## src/rtl/key_pkg.sv

```systemverilog
// Shared types and constants for the front-panel key scheduler.
package key_pkg;

    localparam int KEY_CODE_W = 3;

    typedef logic [KEY_CODE_W-1:0] key_code_t;

    localparam key_code_t KEY_NONE = 3'd0;
    localparam key_code_t KEY_E    = 3'd1;
    localparam key_code_t KEY_U    = 3'd2;
    localparam key_code_t KEY_D    = 3'd3;
    localparam key_code_t KEY_L    = 3'd4;
    localparam key_code_t KEY_R    = 3'd5;

    typedef enum logic [2:0] {
        ARM          = 3'd0,
        IDLE         = 3'd1,
        PRESS_WAIT   = 3'd2,
        HELD         = 3'd3,
        RELEASE_WAIT = 3'd4,
        EMIT         = 3'd5
    } key_state_e;

endpackage

```

## src/rtl/key_sync.sv

```systemverilog
// Two-flop synchronizer for one raw active-low key; resets to released (1).
import key_pkg::*;

module key_sync (
    input  logic clkin,
    input  logic rst,
    input  logic k_raw,
    output logic k_sync
);

    logic meta;

    // Double-register the asynchronous key level into the clkin domain.
    always_ff @(posedge clkin) begin
        if (rst) begin
            meta   <= 1'b1;
            k_sync <= 1'b1;
        end else begin
            meta   <= k_raw;
            k_sync <= meta;
        end
    end

endmodule

```

## src/rtl/key_event_scheduler.sv

```systemverilog
// Five-key scheduler sharing one debounce counter; one event per press+release.
// Optional auto-repeat for ku/kd is enabled by defining KEY_AUTOREPEAT_EN.
//
// state        | meaning
// -------------+-----------------------------------------------------------
// ARM          | after reset; wait for synchronizers to settle, all keys up
// IDLE         | no owner; pick highest-priority pressed key
// PRESS_WAIT   | owner low; count DEBOUNCE_CYCLES to confirm the press
// HELD         | press confirmed; wait for owner to rise (repeat timer here)
// RELEASE_WAIT | owner high; count DEBOUNCE_CYCLES to confirm the release
// EMIT         | release confirmed; key_evt is raised on the next cycle
import key_pkg::*;

module key_event_scheduler #(
    parameter int DEBOUNCE_CYCLES = 1000000,
    parameter int REPEAT_DELAY    = 25000000,
    parameter int REPEAT_PERIOD   = 10000000
) (
    input  logic                  clkin,
    input  logic                  rst,
    input  logic                  ke,
    input  logic                  ku,
    input  logic                  kd,
    input  logic                  kl,
    input  logic                  kr,
    output logic                  key_evt,
    output logic [KEY_CODE_W-1:0] key_code,
    output logic                  key_busy
);

    localparam logic [2:0] S_ARM          = ARM;
    localparam logic [2:0] S_IDLE         = IDLE;
    localparam logic [2:0] S_PRESS_WAIT   = PRESS_WAIT;
    localparam logic [2:0] S_HELD         = HELD;
    localparam logic [2:0] S_RELEASE_WAIT = RELEASE_WAIT;
    localparam logic [2:0] S_EMIT         = EMIT;

    localparam int               CNT_W    = $clog2(DEBOUNCE_CYCLES) + 1;
    localparam logic [CNT_W-1:0] CNT_LAST = CNT_W'(DEBOUNCE_CYCLES - 1);

    // Synchronizer outputs look released for two cycles after reset; ARM
    // must not trust them before that or a key held through reset leaks out.
    localparam logic [1:0] SETTLE_DONE = 2'd2;

    logic [4:0]       k_sync;
    logic [2:0]       state_q;
    logic [2:0]       state_d;
    logic [CNT_W-1:0] cnt_q;
    logic [1:0]       settle_q;
    key_code_t        owner;
    key_code_t        winner;
    logic             owner_lvl;
    logic             cnt_en;
    logic             fire_rpt;
    logic             rpt_fired;
    logic             evt_d;

    key_sync u_sync_e (.clkin(clkin), .rst(rst), .k_raw(ke), .k_sync(k_sync[0]));
    key_sync u_sync_u (.clkin(clkin), .rst(rst), .k_raw(ku), .k_sync(k_sync[1]));
    key_sync u_sync_d (.clkin(clkin), .rst(rst), .k_raw(kd), .k_sync(k_sync[2]));
    key_sync u_sync_l (.clkin(clkin), .rst(rst), .k_raw(kl), .k_sync(k_sync[3]));
    key_sync u_sync_r (.clkin(clkin), .rst(rst), .k_raw(kr), .k_sync(k_sync[4]));

    // Fixed-priority arbiter: ke > ku > kd > kl > kr.
    always_comb begin
        winner = KEY_NONE;
        if      (!k_sync[0]) winner = KEY_E;
        else if (!k_sync[1]) winner = KEY_U;
        else if (!k_sync[2]) winner = KEY_D;
        else if (!k_sync[3]) winner = KEY_L;
        else if (!k_sync[4]) winner = KEY_R;
    end

    // Level of the key currently being served; non-owners are invisible here.
    always_comb begin
        owner_lvl = 1'b1;
        case (owner)
            KEY_E:   owner_lvl = k_sync[0];
            KEY_U:   owner_lvl = k_sync[1];
            KEY_D:   owner_lvl = k_sync[2];
            KEY_L:   owner_lvl = k_sync[3];
            KEY_R:   owner_lvl = k_sync[4];
            default: owner_lvl = 1'b1;
        endcase
    end

    // Next-state logic.
    always_comb begin
        state_d = state_q;
        case (state_q)
            S_ARM: begin
                if (settle_q == SETTLE_DONE && (&k_sync)) state_d = S_IDLE;
            end
            S_IDLE: begin
                if (winner != KEY_NONE) state_d = S_PRESS_WAIT;
            end
            S_PRESS_WAIT: begin
                if (owner_lvl)              state_d = S_IDLE;
                else if (cnt_q == CNT_LAST) state_d = S_HELD;
            end
            S_HELD: begin
                if (owner_lvl) state_d = S_RELEASE_WAIT;
            end
            S_RELEASE_WAIT: begin
                if (!owner_lvl)             state_d = S_HELD;
                else if (cnt_q == CNT_LAST) state_d = rpt_fired ? S_IDLE : S_EMIT;
            end
            S_EMIT: begin
                state_d = S_IDLE;
            end
            default: state_d = S_ARM;
        endcase
    end

    assign cnt_en = (state_q == S_PRESS_WAIT && !owner_lvl) ||
                    (state_q == S_RELEASE_WAIT && owner_lvl);

    // State, owner latch, settle counter and the shared debounce counter.
    always_ff @(posedge clkin) begin
        if (rst) begin
            state_q  <= S_ARM;
            owner    <= KEY_NONE;
            cnt_q    <= '0;
            settle_q <= 2'd0;
        end else begin
            state_q <= state_d;
            if (state_q == S_IDLE && winner != KEY_NONE) owner <= winner;
            if (state_d != state_q) cnt_q <= '0;
            else if (cnt_en)        cnt_q <= cnt_q + CNT_W'(1);
            if (state_q == S_ARM) begin
                if (settle_q != SETTLE_DONE) settle_q <= settle_q + 2'd1;
            end else begin
                settle_q <= 2'd0;
            end
        end
    end

`ifdef KEY_AUTOREPEAT_EN
    localparam int RPT_MAX = (REPEAT_DELAY > REPEAT_PERIOD) ? REPEAT_DELAY : REPEAT_PERIOD;
    localparam int RPT_W   = $clog2(RPT_MAX + 1);

    logic [RPT_W-1:0] rpt_tmr;
    logic             rpt_key;

    assign rpt_key  = (owner == KEY_U) || (owner == KEY_D);
    assign fire_rpt = (state_q == S_HELD) && rpt_key && (rpt_tmr == '0);

    // Hold timer: armed during the press debounce so a release bounce back
    // into HELD continues the running schedule instead of restarting it.
    always_ff @(posedge clkin) begin
        if (rst) begin
            rpt_tmr   <= '0;
            rpt_fired <= 1'b0;
        end else if (state_q == S_PRESS_WAIT) begin
            rpt_tmr   <= RPT_W'(REPEAT_DELAY - 1);
            rpt_fired <= 1'b0;
        end else if (state_q == S_HELD && rpt_key) begin
            if (rpt_tmr == '0) begin
                rpt_tmr   <= RPT_W'(REPEAT_PERIOD - 1);
                rpt_fired <= 1'b1;
            end else begin
                rpt_tmr <= rpt_tmr - RPT_W'(1);
            end
        end
    end
`else
    localparam int unused_rpt_params = REPEAT_DELAY + REPEAT_PERIOD;

    assign fire_rpt  = 1'b0;
    assign rpt_fired = 1'b0;
`endif

    assign evt_d = (state_q == S_EMIT) || fire_rpt;

    // Registered event pulse; key_code only moves together with key_evt.
    always_ff @(posedge clkin) begin
        if (rst) begin
            key_evt  <= 1'b0;
            key_code <= KEY_NONE;
        end else begin
            key_evt <= evt_d;
            if (evt_d) key_code <= owner;
        end
    end

    assign key_busy = (state_q != S_IDLE);

endmodule
```

## config.mk

```make
export PLATFORM = sky130hd
export DESIGN_NAME = key_event_scheduler
export DESIGN_NICKNAME = d
export VERILOG_FILES = /design/src/rtl/key_pkg.sv /design/src/rtl/key_sync.sv /design/src/rtl/key_event_scheduler.sv
export SDC_FILE = /design/constraint.sdc
export NUM_CORES = 1
export LEC_CHECK = 0
export CAP_MARGIN = 25
export CORE_ASPECT_RATIO = 0.9
export CORE_UTILIZATION = 55
export CTS_CLUSTER_SIZE = 24
export DETAILED_ROUTE_END_ITERATION = 10
export GPL_TIMING_DRIVEN = 0
export HOLD_SLACK_MARGIN = 0.06
export PLACE_DENSITY = 0.79
export SLEW_MARGIN = 30
export SYNTH_ARGS = -nofsm -noshare
export SYNTH_HDL_FRONTEND = slang
export SYNTH_SLANG_ARGS = --single-unit
export TNS_END_PERCENT = 20
```

## constraint.sdc

```tcl
create_clock -name clkin -period 5.1 [get_ports clkin]
set_clock_uncertainty 0.2 [all_clocks]
set_input_delay 1.275 -clock clkin [delete_from_list [all_inputs] [get_ports clkin]]
set_output_delay 1.275 -clock clkin [all_outputs]
set_load 0.005 [all_outputs]
```

==> run_results.csv, run 1 <==
group,metric,value,unit
sta,worst_slew_pin_slew,0.564,ns
power_and_ir_drop,power.leakage,0.000825,µW
routing,first_pass_iters,4,
worst_setup_path,end_kind,"output port",
run_status,status,"complete, no violations",
power_and_ir_drop,clock_power_share,38.2,%
job,cap_viol_max_count,0,
final_layout,layout.cells.most_common,"dfxtp_1",
place,placement.setup.worst_slack,1.97,ns
worst_setup_path,rr_startpoint,"owner[2]",
synth,synth_area_leaders,"dfxtp_1, xnor2_1, o21ai_0",
floorplanning,pin_count,12,
global_routing,antenna_found_initial,0,
routing,drcViolationCount,0,
worst_setup_path,worst-path-buf-inv,3,
clock_network,maximum_level_of_the_cts_h_tree,2,
worst_setup_path,rr_worst_depth,6,
sta,timing.final.setup_violations,0,
routing,avgViaCountPerCell,5.69,
floorplanning,initial_core_utilization,59.3,%
clock_network,cts_max_path_buffers,2,
sta,timing_max_transition_violations_final,0,
worst_hold_path,min-delay-start,"u_sync_l.meta",
final_layout,mostFrequentLayoutCells,"dfxtp_1, nor2_1, o21ai_0, nor2b_1",
clock_network,cts_sinks,43,
global_routing,grt_first_pass_wirelength,7.06,mm
global_routing,grt_max_degree,14,
clock_network,cts_setup_buffers,0,
routing,ant_nets,0,
worst_setup_path,worstPathCellList,"clkbuf_1, nor3b_1, inv_1, clkdlybuf4s50_1",
synth,post_synth_top_flop,"dfxtp_1",
sta,tns,0,ns
global_routing,grt_pass1_vias,1516,
power_and_ir_drop,pwr-share-comb,12.3,%
final_layout,final.fill_count,299,
worst_setup_path,critical_path_required,3.62,ns
final_layout,final_util,67.4,%
worst_setup_path,r2r_end,"cnt_q[18]",
synth,synth_area_per_cell,8.84,µm²
worst_hold_path,min_to,"u_sync_l.k_sync",
place,io_buffer_count,11,
synth,synth.distinct_cells,45,
synth,synth_fp_nets,244,
global_routing,grt.total_usage,24.2,%
floorplanning,core_region_area,3500,µm²
sta,post-route-period-util,68.7,%
final_layout,final_net_count,262,
sta,timing.final.ws_setup,1.59,ns
clock_network,cts-buffers-inserted,5,
routing,drt_first_iter_violations,170,
clock_network,clock_tree_from_tritoncts,"yes",
floorplanning,std_cell_rows,20,
sta,timing.hold.ws,0.212,ns
routing,routed-via-count,1695,
floorplanning,chip_height,60.3,µm
power_and_ir_drop,total_switching_power,177,µW
routing,wl,4.10,mm
power_and_ir_drop,netSwitchingFraction,24.5,%
worst_setup_path,crit_type,"flop to output port",
synth,synth_seq_cells,43,
synth,synth_sequential_area_ratio,41.4,%
sta,finalHoldViolations,0,
worst_setup_path,crit_slowest_cell,"nor3b_1",
worst_setup_path,cp_top_family,"buffers and inverters",
synth,ys_warn_count,0,
final_layout,antenna-diode-count,0,
power_and_ir_drop,cell_internal_pwr,546,µW
worst_setup_path,start_kind,"flop",
power_and_ir_drop,cellPowerDensity,306,nW/µm²
global_routing,overflow,0,
clock_network,cts-root-buf,"clkbuf_8",
synth,async_reset_ff_share,0,%
place,routabilityCongestion,0.822,
worst_hold_path,min_path_type,"flop to flop",
worst_setup_path,rrSetupSlack,2.67,ns
sta,fmax,285,MHz
sta,period_needed,3.51,ns
final_layout,drive_above_1_share,12.2,%
synth,post_synth_instance_area,2080,µm²
worst_hold_path,hold_path_depth,1,
worst_setup_path,crit_start,"state_q[0]",
sta,grt_setup_unrepaired,"false",
synth,yosys.area.top_type_share,41.4,%
worst_setup_path,slowest_delay,0.55,ns
synth,synth_edf_count,0,
power_and_ir_drop,design_power_total,723,µW
sta,max_slew_margin,62.0,%
clock_network,postCtsResizedCells,0,
floorplanning,fp.dieW,66.8,µm
worst_setup_path,worstPathArrival,2.03,ns
power_and_ir_drop,power.ir.vdd_worst,0.239,mV
clock_network,cts.clk_slew.worst_paths,0.08,ns
synth,synth_largest_area_cell,"dfxtp_1",
place,hpwlAfterDp,2.83,mm
power_and_ir_drop,seq_power_share,49.5,%
routing,routedWlPerCell,13.8,µm
clock_network,clkLatencyLatePin,0.30,ns
clock_network,cts_hold_buf,0,
worst_setup_path,worst-path-max-fanout,8,
floorplanning,floorplan.die_area,4030,µm²
final_layout,syn2layout_area_growth,13.6,%
synth,post_synth_inst_count,235,
## state kept, by name, indices dropped and copies added (netlist names)
signal / flops
u_sync_l.k_sync: 1
u_sync_l.meta: 1
owner: 3
state_q: 3
u_sync_r.k_sync: 1
u_sync_u.k_sync: 1
key_code: 3
cnt_q: 21
u_sync_u.meta: 1
settle_q: 2
key_evt: 1
u_sync_e.meta: 1
u_sync_d.meta: 1
u_sync_e.k_sync: 1
u_sync_r.meta: 1
u_sync_d.k_sync: 1
## routing by layer
layer | up-vias | part of all wire [%] | global-route usage (%)
li1 | 861 | - | -
met1 | 793 | 50 | 32.2
met2 | 35 | 44 | 36.7
met3 | 6 | 4.3 | 5.73
met4 | 0 | 2.0 | 12.5
met5 | - | 0 | 0
## stage by stage
stage / cells / instance area, µm²
after floorplan: 235 / 2080
after global placement: 290 / 2240
after detailed placement: 290 / 2240
after CTS: 298 / 2360
after global routing: 298 / 2360
final: 298 / 2360
## Yosys cell counts, drive strengths merged, types with 2 or more instances
cell	n
ha	2
nand4	5
nor2	22
nor3	3
nor4b	6
dfxtp	43
buf	2
a21oi	13
a22o	2
nand3	5
nand2b	3
o21bai	2
nor4	6
xor2	7
o21ai	18
inv	7
clkbuf	8
nand2	12
xnor2	11
nor2b	13
or2	12
a211oi	5
or3	5
mux2i	3
o2111ai	2
nor3b	3
## how the worst max path moves through the flow
stage | end | slack (ns) | cells after the start
6_report | key_busy | 1.59 | 4
5_1_grt | key_busy | 1.50 | 4
4_1_cts | key_busy | 1.63 | 4
3_5_place_dp | key_busy | 1.97 | 4
3_3_place_gp | key_busy | 1.94 | 4
2_1_floorplan | key_busy | 2.64 | 3
## final cells by class
class                           instances  area [µm²]  area share, %
Multi-Input combinational cell        174        1130           48.1
Sequential cell                        43         861           36.5
Timing Repair Buffer                   11         110           4.66
Clock buffer                            6        82.6           3.50
Buffer                                 11        56.3           2.38
Tap cell                               44        55.1           2.33
Clock inverter                          2        35.0           1.48
Inverter                                7        26.3           1.11
## power groups by stage
stage                     clock network, µW  logic, µW  registers [µW]
after floorplan                           0       64.6             364
after global placement                    0       83.9             365
after detailed placement                  0       85.4             366
after CTS                               282       88.9             358
after global routing                    298       99.9             359
final                                   276       88.8             357
## logic make-up (layout without fill, tap and decap cells)
family | after synthesis | after routing | share of synthesized area [%]
AOI/OAI and AO/OA | 53 | 53 | 18.1
xor gates and xnor gates | 18 | 18 | 7.59
adders and majority gates | 2 | 2 | 1.20
buffers and inverters | 18 | 37 | 3.97
DFF | 43 | 43 | 41.4
muxes | 3 | 3 | 1.44
and+or+nand+nor | 98 | 98 | 26.3
No activity file was read; power rests on OpenSTA's default activity.
==> inputs of run 2 (changes only) <==
--- a/config.mk
+++ b/config.mk
@@ -7,12 +7,12 @@
 export LEC_CHECK = 0
 export CAP_MARGIN = 25
 export CORE_ASPECT_RATIO = 0.9
-export CORE_UTILIZATION = 55
+export CORE_UTILIZATION = 53
 export CTS_CLUSTER_SIZE = 24
 export DETAILED_ROUTE_END_ITERATION = 10
 export GPL_TIMING_DRIVEN = 0
 export HOLD_SLACK_MARGIN = 0.06
-export PLACE_DENSITY = 0.79
+export PLACE_DENSITY = 0.8
 export SLEW_MARGIN = 30
 export SYNTH_ARGS = -nofsm -noshare
 export SYNTH_HDL_FRONTEND = slang
==> constraint.sdc (replaced) <==
create_clock -name clkin -period 3.2 [get_ports clkin]
set_clock_uncertainty 0.2 [all_clocks]
set_input_delay 0.8 -clock clkin [delete_from_list [all_inputs] [get_ports clkin]]
set_output_delay 0.8 -clock clkin [all_outputs]
set_load 0.005 [all_outputs]
==> run 2 against run 1 <==
Against the previous run:
- count of clock-buffer cells in the layout is 1 lower
- register-to-register slack got worse by 2.0 ns
- worst hold slack better by 0.0020 ns
- sequential share of layout area did not move
- largest power group unchanged
==> run_results.csv, run 2 (same netlist as run 1, synthesis figures left out) <==
group,metric,value,unit
routing,drcViolationCount,0,
routing,routedWlPerCell,13.0,µm
routing,routed-via-count,1679,
final_layout,final_util,63.3,%
sta,timing_max_transition_violations_final,0,
power_and_ir_drop,design_power_total,1140,µW
run_status,status,"complete, no violations",
place,io_buffer_count,11,
power_and_ir_drop,seq_power_share,50.1,%
worst_setup_path,rrSetupSlack,0.70,ns
final_layout,drive_above_1_share,12.2,%
global_routing,overflow,0,
final_layout,final_net_count,262,
worst_setup_path,rr_worst_depth,6,
sta,worst_slew_pin_slew,0.586,ns
floorplanning,fp.dieW,68.0,µm
worst_setup_path,worstPathArrival,2.00,ns
sta,tns,0,ns
sta,max_slew_margin,61.0,%
worst_setup_path,critical_path_required,2.20,ns
global_routing,grt_max_degree,16,
floorplanning,core_region_area,3730,µm²
worst_hold_path,min_path_type,"flop to flop",
sta,finalHoldViolations,0,
final_layout,final.fill_count,341,
power_and_ir_drop,cellPowerDensity,482,nW/µm²
routing,ant_nets,0,
power_and_ir_drop,power.leakage,0.000818,µW
place,routabilityCongestion,0.882,
worst_setup_path,start_kind,"flop",
floorplanning,chip_height,61.4,µm
floorplanning,floorplan.die_area,4180,µm²
clock_network,cts.clk_slew.worst_paths,0.08,ns
global_routing,grt_first_pass_wirelength,6.21,mm
power_and_ir_drop,total_switching_power,287,µW
final_layout,syn2layout_area_growth,13.6,%
clock_network,clock_tree_from_tritoncts,"yes",
power_and_ir_drop,netSwitchingFraction,25.2,%
place,post_dp_cell_area,2250,µm²
floorplanning,std_cell_rows,21,
final_layout,number_of_flip_flops_in_the_largest_register,21,
final_layout,mostFrequentLayoutCells,"dfxtp_1, nor2_1, o21ai_0, nor2b_1",
clock_network,postCtsResizedCells,0,
sta,post-route-period-util,93.8,%
clock_network,cts_sinks,43,
final_layout,top_register,"cnt_q",
worst_setup_path,worstPathCellList,"clkbuf_1, nor3b_1, inv_1, clkdlybuf4s50_1",
routing,avgViaCountPerCell,5.60,
worst_hold_path,hold_path_depth,1,
worst_hold_path,min_to,"u_sync_e.k_sync",
worst_setup_path,rr_startpoint,"owner[2]",
worst_setup_path,crit_type,"flop to output port",
worst_setup_path,worst-path-max-fanout,8,
worst_setup_path,crit_slowest_cell,"nor3b_1",
routing,wl,3.91,mm
routing,first_pass_iters,4,
sta,timing.hold.ws,0.214,ns
floorplanning,initial_core_utilization,55.7,%
sta,timing.final.setup_violations,0,
power_and_ir_drop,cell_internal_pwr,852,µW
clock_network,cts_max_path_buffers,2,
power_and_ir_drop,power.ir.vdd_worst,0.304,mV
worst_hold_path,min-delay-start,"u_sync_e.meta",
job,cap_viol_max_count,0,
final_layout,layout.cells.most_common,"dfxtp_1",
sta,period_needed,3.00,ns
clock_network,clkLatencyLatePin,0.30,ns
worst_setup_path,end_kind,"output port",
clock_network,maximum_level_of_the_cts_h_tree,2,
clock_network,cts-buffers-inserted,5,
clock_network,cts-root-buf,"clkbuf_8",
sta,fmax,333,MHz
final_layout,antenna-diode-count,0,
clock_network,cts_setup_buffers,0,
worst_setup_path,crit_start,"state_q[0]",
floorplanning,pin_count,12,
sta,grt_setup_unrepaired,"false",
place,hpwlAfterDp,2.69,mm
worst_setup_path,slowest_delay,0.55,ns
worst_setup_path,r2r_end,"cnt_q[18]",
clock_network,cts_hold_buf,0,
global_routing,antenna_found_initial,0,
power_and_ir_drop,pwr-share-comb,11.8,%
routing,drt_first_iter_violations,145,
power_and_ir_drop,clock_power_share,38.1,%
global_routing,grt.total_usage,20.5,%
global_routing,grt_pass1_vias,1347,
final_layout,finalInstanceArea,2360,µm²
==> run 2: cell types whose count changed in the layout (fill, tap and decap cells not counted), sizes merged <==
cell	delta
clkbuf	-1
inv	+1
clkinvlp	+1
clkinv	-1
==> run 2: metal layers <==
layer | track usage, % | wire, µm
met4 | 6.25 | 55
met2 | 29.4 | 1680
met3 | 6.67 | 168
met1 | 29.1 | 2010
met5 | 0 | 0
==> run 2: critical path: cells and delay by family (launching register included) <==
family                 cells  cell delay (ns)
buffers and inverters      3             0.84
flip-flops                 1             0.31
AND/OR/NAND/NOR            1             0.55
==> run 2: how the worst max path moves through the flow <==
| stage | to | slack [ns] | cells past startpoint |
|---|---|---|---|
| after floorplan | cnt_q[18] | 1.11 | 6 |
| after global placement | key_busy | 0.53 | 4 |
| after detailed placement | key_busy | 0.54 | 4 |
| after CTS | key_busy | 0.21 | 4 |
| after global routing | key_busy | 0.09 | 4 |
| final | key_busy | 0.20 | 4 |
==> run 2: cell type report <==
class / instances / area, µm² / area share, %
plain buffers: 11 / 56.3 / 2.38
inverters: 7 / 26.3 / 1.11
flip-flops and latches: 43 / 861 / 36.5
repair buffers: 11 / 110 / 4.66
clock inverters: 3 / 46.3 / 1.96
multi-input cells: 174 / 1130 / 48.1
well taps: 46 / 57.6 / 2.44
clock buffers: 5 / 68.8 / 2.91
==> run 2: stage by stage <==
stage,instances,setup slack [ns]
after floorplan,235,1.11
after global placement,292,0.533
after detailed placement,292,0.542
after CTS,300,0.209
after global routing,300,0.0924
final,300,0.197
==> run 2: power by group through the flow <==
stage / sequential [µW] / combinational, µW / clock (µW)
after floorplan: 580 / 103 / 0
after global placement: 582 / 133 / 0
after detailed placement: 584 / 134 / 0
after CTS: 571 / 136 / 439
after global routing: 575 / 153 / 466
final: 570 / 135 / 434
